--- src/rtl/mem_bus_arbiter_pkg.sv ---
// Shared types for the ibus/dbus memory-port arbiter: bus payloads, access size,
// FSM state and transaction owner encodings.
package mem_bus_arbiter_pkg;

  typedef enum logic [1:0] {
    MSIZE1 = 2'd0,
    MSIZE2 = 2'd1,
    MSIZE4 = 2'd2,
    MSIZE8 = 2'd3
  } msize_t;

  typedef logic [1:0] arb_state_t;
  localparam arb_state_t IDLE  = 2'd0;
  localparam arb_state_t ISSUE = 2'd1;
  localparam arb_state_t RESP  = 2'd2;

  typedef logic [1:0] arb_owner_t;
  localparam arb_owner_t OWNER_NONE = 2'd0;
  localparam arb_owner_t OWNER_I    = 2'd1;
  localparam arb_owner_t OWNER_D    = 2'd2;

  typedef struct packed {
    logic        valid;
    logic [31:0] addr;
  } ibus_req_t;

  typedef struct packed {
    logic        addr_ok;
    logic        data_ok;
    logic [63:0] data;
  } ibus_resp_t;

  typedef struct packed {
    logic        valid;
    logic [31:0] addr;
    msize_t      size;
    logic [7:0]  strobe;
    logic [63:0] data;
  } dbus_req_t;

  typedef struct packed {
    logic        addr_ok;
    logic        data_ok;
    logic [63:0] data;
  } dbus_resp_t;

  typedef struct packed {
    logic        valid;
    logic        is_write;
    msize_t      size;
    logic [31:0] addr;
    logic [7:0]  strobe;
    logic [63:0] data;
  } cbus_req_t;

  typedef struct packed {
    logic        ready;
    logic [63:0] data;
  } cbus_resp_t;

  // Instruction fetches are always full-word reads.
  function automatic cbus_req_t ibusToCbus(ibus_req_t r);
    cbus_req_t c;
    c.valid    = 1'b1;
    c.is_write = 1'b0;
    c.size     = MSIZE4;
    c.addr     = r.addr;
    c.strobe   = 8'h00;
    c.data     = 64'h0;
    return c;
  endfunction

  function automatic cbus_req_t dbusToCbus(dbus_req_t r);
    cbus_req_t c;
    c.valid    = 1'b1;
    c.is_write = |r.strobe;
    c.size     = r.size;
    c.addr     = r.addr;
    c.strobe   = r.strobe;
    c.data     = r.data;
    return c;
  endfunction

endpackage

--- src/rtl/mem_bus_arbiter_arb_select.sv ---
// Arbitration policy: data priority with a starvation guard on fetch, or plain
// alternation when ARB_ROUND_ROBIN_EN is defined.
import mem_bus_arbiter_pkg::*;

module mem_bus_arbiter_arb_select #(
  parameter int MAX_DATA_STREAK = 4,
  parameter int STREAK_W        = 3
) (
  input  logic clk,
  input  logic rst,
  input  logic iValid_i,
  input  logic dValid_i,
  input  logic grantEn_i,
  output logic grantD_o,
  output logic grantI_o
);

`ifdef ARB_ROUND_ROBIN_EN
  logic preferI_q;
  logic preferI_d;

  always_comb begin
    grantD_o = 1'b0;
    grantI_o = 1'b0;
    if (iValid_i && dValid_i) begin
      grantI_o = preferI_q;
      grantD_o = !preferI_q;
    end else begin
      grantI_o = iValid_i;
      grantD_o = dValid_i;
    end
  end

  // Whoever wins now loses the next contested arbitration.
  always_comb begin
    preferI_d = preferI_q;
    if (grantEn_i) begin
      preferI_d = grantD_o;
    end
  end

  always_ff @(posedge clk or posedge rst) begin
    if (rst) begin
      preferI_q <= 1'b0;
    end else begin
      preferI_q <= preferI_d;
    end
  end
`else
  localparam logic [STREAK_W-1:0] STREAK_MAX = STREAK_W'(MAX_DATA_STREAK);

  logic [STREAK_W-1:0] streak_q;
  logic [STREAK_W-1:0] streak_d;

  always_comb begin
    grantD_o = 1'b0;
    grantI_o = 1'b0;
    if (iValid_i && dValid_i) begin
      grantD_o = (streak_q < STREAK_MAX);
      grantI_o = !(streak_q < STREAK_MAX);
    end else begin
      grantI_o = iValid_i;
      grantD_o = dValid_i;
    end
  end

  // Count data wins only while fetch is actually waiting; saturate at the cap.
  always_comb begin
    streak_d = streak_q;
    if (grantEn_i) begin
      if (grantD_o && iValid_i) begin
        streak_d = (streak_q == STREAK_MAX) ? streak_q : streak_q + 1'b1;
      end else begin
        streak_d = '0;
      end
    end
  end

  always_ff @(posedge clk or posedge rst) begin
    if (rst) begin
      streak_q <= '0;
    end else begin
      streak_q <= streak_d;
    end
  end
`endif

endmodule

--- src/rtl/mem_bus_arbiter.sv ---
// Shares one single-beat memory port between the fetch (ibus) and memory-stage
// (dbus) requesters via a grant / issue / respond sequence.
import mem_bus_arbiter_pkg::*;

module mem_bus_arbiter #(
  parameter int MAX_DATA_STREAK = 4,
  parameter int STREAK_W        = 3
) (
  input  logic       clk,
  input  logic       rst,
  input  ibus_req_t  ireq,
  output ibus_resp_t iresp,
  input  dbus_req_t  dreq,
  output dbus_resp_t dresp,
  output cbus_req_t  creq,
  input  cbus_resp_t cresp,
  output logic       busy
);

  arb_state_t  state_q, state_d;
  arb_owner_t  owner_q, owner_d;
  cbus_req_t   creq_q, creq_d;
  logic [63:0] rdata_q, rdata_d;

  logic grantEn;
  logic grantD;
  logic grantI;

  assign grantEn = (state_q == IDLE) && (ireq.valid || dreq.valid);

  mem_bus_arbiter_arb_select #(
    .MAX_DATA_STREAK(MAX_DATA_STREAK),
    .STREAK_W       (STREAK_W)
  ) u_select (
    .clk      (clk),
    .rst      (rst),
    .iValid_i (ireq.valid),
    .dValid_i (dreq.valid),
    .grantEn_i(grantEn),
    .grantD_o (grantD),
    .grantI_o (grantI)
  );

  // The winner's payload is captured once in IDLE so requester changes later on
  // cannot disturb the downstream access.
  always_comb begin
    state_d = state_q;
    owner_d = owner_q;
    creq_d  = creq_q;
    rdata_d = rdata_q;
    case (state_q)
      IDLE: begin
        if (grantEn && grantD) begin
          creq_d  = dbusToCbus(dreq);
          owner_d = OWNER_D;
          state_d = ISSUE;
        end else if (grantEn && grantI) begin
          creq_d  = ibusToCbus(ireq);
          owner_d = OWNER_I;
          state_d = ISSUE;
        end
      end
      ISSUE: begin
        if (cresp.ready) begin
          rdata_d = cresp.data;
          state_d = RESP;
        end
      end
      RESP: begin
        owner_d = OWNER_NONE;
        state_d = IDLE;
      end
      default: begin
        owner_d = OWNER_NONE;
        state_d = IDLE;
      end
    endcase
  end

  always_ff @(posedge clk or posedge rst) begin
    if (rst) begin
      state_q <= IDLE;
      owner_q <= OWNER_NONE;
      creq_q  <= '0;
      rdata_q <= '0;
    end else begin
      state_q <= state_d;
      owner_q <= owner_d;
      creq_q  <= creq_d;
      rdata_q <= rdata_d;
    end
  end

  // Outputs decode straight from the state register, so reset clears them at once.
  always_comb begin
    creq  = '0;
    iresp = '0;
    dresp = '0;
    if (state_q == ISSUE) begin
      creq       = creq_q;
      creq.valid = 1'b1;
    end
    if (state_q == RESP) begin
      if (owner_q == OWNER_I && ireq.valid) begin
        iresp.addr_ok = 1'b1;
        iresp.data_ok = 1'b1;
        iresp.data    = rdata_q;
      end
      if (owner_q == OWNER_D && dreq.valid) begin
        dresp.addr_ok = 1'b1;
        dresp.data_ok = 1'b1;
        dresp.data    = rdata_q;
      end
    end
  end

  assign busy = (state_q != IDLE);

endmodule

--- config.mk ---
export PLATFORM = sky130hd
export DESIGN_NAME = mem_bus_arbiter
export DESIGN_NICKNAME = d
export VERILOG_FILES = /design/src/rtl/mem_bus_arbiter_pkg.sv /design/src/rtl/mem_bus_arbiter_arb_select.sv /design/src/rtl/mem_bus_arbiter.sv
export SDC_FILE = /design/constraint.sdc
export NUM_CORES = 1
export LEC_CHECK = 0
export BUFFER_PORTS_ARGS = -buffer_cell sky130_fd_sc_hd__buf_2
export CAP_MARGIN = 20
export CORE_AREA = 2 2 176 178
export DETAILED_ROUTE_END_ITERATION = 10
export DIE_AREA = 0 0 178 180
export GPL_ROUTABILITY_DRIVEN = 0
export GPL_TIMING_DRIVEN = 1
export SETUP_SLACK_MARGIN = 0.05
export SYNTH_ARGS = -nofsm -noshare
export SYNTH_HDL_FRONTEND = slang
export SYNTH_SLANG_ARGS = --single-unit
--- constraint.sdc ---
create_clock -name clk -period 16.1 [get_ports clk]
set_clock_uncertainty 0.1 [all_clocks]
set_input_delay 4.025 -clock clk [delete_from_list [all_inputs] [get_ports clk]]
set_output_delay 4.025 -clock clk [all_outputs]
set_load 0.02 [all_outputs]
==> impl_summary.log <==
[metrics] outcome: completed
[metrics] clock network fraction of design power: around a fifth
[metrics] highest net fanout along the worst path: 66
[metrics] HPWL after detailed placement: 19200 um
[metrics] RSZ-0062 raised after global routing: false
[metrics] count of warnings emitted by yosys: 0
[metrics] initial antenna violation count: 5
[metrics] Tmin final: 9.49 ns
[metrics] worst reg2reg endpoint: creq_q[11]
[metrics] Clk Tree Root Cell: sky130_fd_sc_hd__clkbuf_16
[metrics] CTS H-tree depth: 4
[metrics] reported max-cap violation count: 0
[metrics] clock-pin slew of the registers on the worst-case setup and hold paths: 0.07 ns
[metrics] die width: 178 um
[metrics] total DRC errors in the routed layout: 0
[metrics] top layer in use: met5
[metrics] pin count of the biggest net entering global routing: 114
[metrics] setup violators final: 0
[metrics] peak clock frequency supported by timing: 0.105 GHz
[metrics] final total negative setup slack: 0 ns
[metrics] Setup WS pre-CTS: 6.34 ns
[metrics] number of rows created at floorplan: 64
[metrics] Die Y-Extent: 180 um
[metrics] worst hold-check slack: 0.398 ns
[metrics] Port Buffer Count: 447
[metrics] count of routing violations after the opening detailed-route iteration: 329
[metrics] combinational share of power: 40.9%
[metrics] kind of critical path: in -> out
[metrics] first-pass GRT wire length: 42200 um
[metrics] via count of the first global-routing pass: 7390
[metrics] gr ovfl total: 0
[metrics] Vias: between 7000 and 8000
[metrics] maximum buffer depth of the clock tree: 2
[metrics] proportion of layout cells with a drive suffix above 1: 48.6%
[metrics] worst reg-to-reg path cell count: 5
[metrics] clock buffers created by TritonCTS: 17
[metrics] hold endpoint: creq_q[18]
[metrics] post-place instance area: 0.0113 mm^2
[metrics] number of buffers added for setup after CTS: 0
[metrics] Max Slew Vio Count: 0
[metrics] path class of the lowest-slack min-delay path: reg -> reg
[metrics] arrival time at the worst endpoint: about 5.4 ns
[metrics] Static Leakage: 6.33 nW
[metrics] Synth Register Bits: 178
[metrics] Wirelength per Cell: between 15 and 20 um
[metrics] portion of the post-synthesis area used by sequential elements: roughly half
[metrics] flop-to-flop setup slack: about 13 ns
[metrics] data required time of the worst path: 11.98 ns
[metrics] wl on met1: 11100 um
[metrics] beginning of the worst register-to-register path: state_q[1]
[metrics] Final Hold Violating Endpoints: 0
[metrics] worst-case setup margin in the final layout: 6.61 ns
[metrics] total die area: 0.0320 mm^2
[metrics] Post-DRT Antenna Nets: 0
[metrics] initial standard-cell utilization of the core: 29.0%
[metrics] slew at the pin with the worst max-slew slack: 0.972 ns
[metrics] unique cell type count in the Yosys netlist: 28
[metrics] total global-route track usage: 16.8%
[metrics] Netlist Area Pre-Place: about 0.0088 mm^2
[metrics] number of placed instances with taps included: 1570
[metrics] drt via density: 4.65
[metrics] clock latency at the later pin of the worst-skew pair: 0.42 ns
[metrics] length of the first detailed-routing pass in iterations: 6
[metrics] Switching Share: between 30% and 40%
[metrics] area of the placeable core: 0.0302 mm^2
[metrics] detailed route wirelength on metal2: 13800 um
[metrics] number of instances in the synthesized netlist: 790
[metrics] number of I/O pins: 448
[metrics] sequential cell fraction of total power: 38.1%
[metrics] internal power: 1.26 mW
[metrics] Critical Path End Type: output port
[metrics] syn_area_per_cell: roughly 11 um^2
[metrics] Worst Hold Path Cells: 1
[metrics] Min-Delay Startpoint: creq_q[18]
[metrics] net switching power: just over 0.8 mW
[metrics] number of gates resized after CTS: 0
[metrics] headroom to the max-slew limit: a little over a third
[metrics] share of the synthesized area in the top cell type: 50.8%
[metrics] pwr/cell area: 173 mW/mm^2
[metrics] met3 wire len: approximately 2100 um
[metrics] # nets final: 1404
[metrics] Final Cycle Share: 59.0%
[metrics] wirelength, routed: 27600 um
[metrics] post-synth net total: 999
[metrics] total chip power: 2.07 mW
[metrics] total non-filler cell area in the finished layout: between 0.01 and 0.015 mm^2
[metrics] Area contributors post-synth: sky130_fd_sc_hd__dfrtp_1 (51%), sky130_fd_sc_hd__and2_1 (17%), sky130_fd_sc_hd__mux2_2 (8.4%)
[metrics] clock net sink count: 178
[metrics] number of buffers added to fix hold violations after cts: 0
[metrics] startpoint class of the critical path: input port
[metrics] cell accounting for the most synthesized area: sky130_fd_sc_hd__dfrtp_1
[metrics] final core area utilization: 39.6%
[metrics] growth of design area from synthesis to finish: 36.4%
[metrics] maximum vdd ir drop: roughly 130 uV
[metrics] clock tree from TritonCTS: built
[metrics] number of cells in the finished layout apart from fillers: 1607
## cell usage after synthesis (all sizes together)
cell type,instances
o21bai,1
mux2,65
and2,236
a21oi,2
or2,2
o21ai,32
a22oi,1
clkbuf,39
ha,2
nor3b,1
nand3,32
nand2b,2
buf,34
nor4,2
dfrtp,178
nand4b,1
inv,36
nor2,3
o32a,1
o311ai,32
nor2b,2
nor3,2
nand2,7
a22o,76
nand3b,1
## cells in the final DEF, fill, tap and decap left out, types with 3 or more instances in the layout
cell type	synthesis	layout
sky130_fd_sc_hd__clkbuf_16	0	17
sky130_fd_sc_hd__o311ai_1	10	10
sky130_fd_sc_hd__inv_8	0	4
sky130_fd_sc_hd__nand3_1	32	32
sky130_fd_sc_hd__diode_2	0	3
sky130_fd_sc_hd__nand2_1	7	6
sky130_fd_sc_hd__and2_1	236	235
sky130_fd_sc_hd__buf_4	2	9
sky130_fd_sc_hd__inv_6	0	5
sky130_fd_sc_hd__dfrtp_1	178	178
sky130_fd_sc_hd__o311ai_2	22	22
sky130_fd_sc_hd__inv_1	36	35
sky130_fd_sc_hd__a22o_1	76	76
sky130_fd_sc_hd__o21ai_0	32	32
sky130_fd_sc_hd__mux2_2	65	65
sky130_fd_sc_hd__buf_2	28	447
## sequential cells by signal (all words and copies together), names as in the netlist
signal / flops
rdata_q: 64
creq_q: 107
owner_q: 2
state_q: 2
u_select.streak_q: 3
## cell type report
cell class,instances,area [um^2]
multi-input cells,503,3860
inverters,36,143
flip-flops and latches,178,4450
repair buffers,459,2380
diodes,3,7.51
well taps,396,495
clock inverters,13,158
clock buffers,19,453
fillers,3047,18200
## power by group through the flow
stage	Clock, mW	Sequential [mW]	Combinational, mW
after floorplan	0	0.735	0.637
after global routing	0.469	0.817	0.925
after CTS	0.449	0.791	0.853
after global placement	0	0.793	0.844
final	0.433	0.789	0.847
after detailed placement	0	0.796	0.853
## worst max-delay path: stages
cell,delay (ns)
sky130_fd_sc_hd__buf_2,0.14
sky130_fd_sc_hd__nand2b_1,0.09
sky130_fd_sc_hd__nor3_2,0.15
sky130_fd_sc_hd__buf_4,0.45
sky130_fd_sc_hd__and2_1,0.27
sky130_fd_sc_hd__buf_2,0.19
## cell families after synthesis
family | Yosys count | share of synthesized area, %
flip-flops | 178 | 50.8
AND/OR/NAND/NOR | 291 | 20.1
buffers and inverters | 109 | 5.50
adder cells (fa/ha/maj) | 2 | 0.286
AO/OA/AOI/OAI | 145 | 14.9
multiplexers | 65 | 8.35
## worst max path at each step
stage / start / slack, ns / end / depth (start not counted)
after floorplan: ireq[32] / 6.98 / iresp[10] / 5
after global placement: dreq[106] / 6.51 / dresp[34] / 5
after detailed placement: dreq[106] / 6.34 / dresp[44] / 5
after CTS: dreq[106] / 6.34 / dresp[44] / 5
after global routing: ireq[32] / 6.53 / iresp[16] / 6
final: ireq[32] / 6.61 / iresp[45] / 6
## per-layer routing
layer	vias to the layer above	global-route usage [%]
li1	3509	-
met1	3622	20.7
met2	311	28.8
met3	34	4.40
met4	4	4.89
met5	-	0
Note: power is estimated with default switching activity, not from simulation.
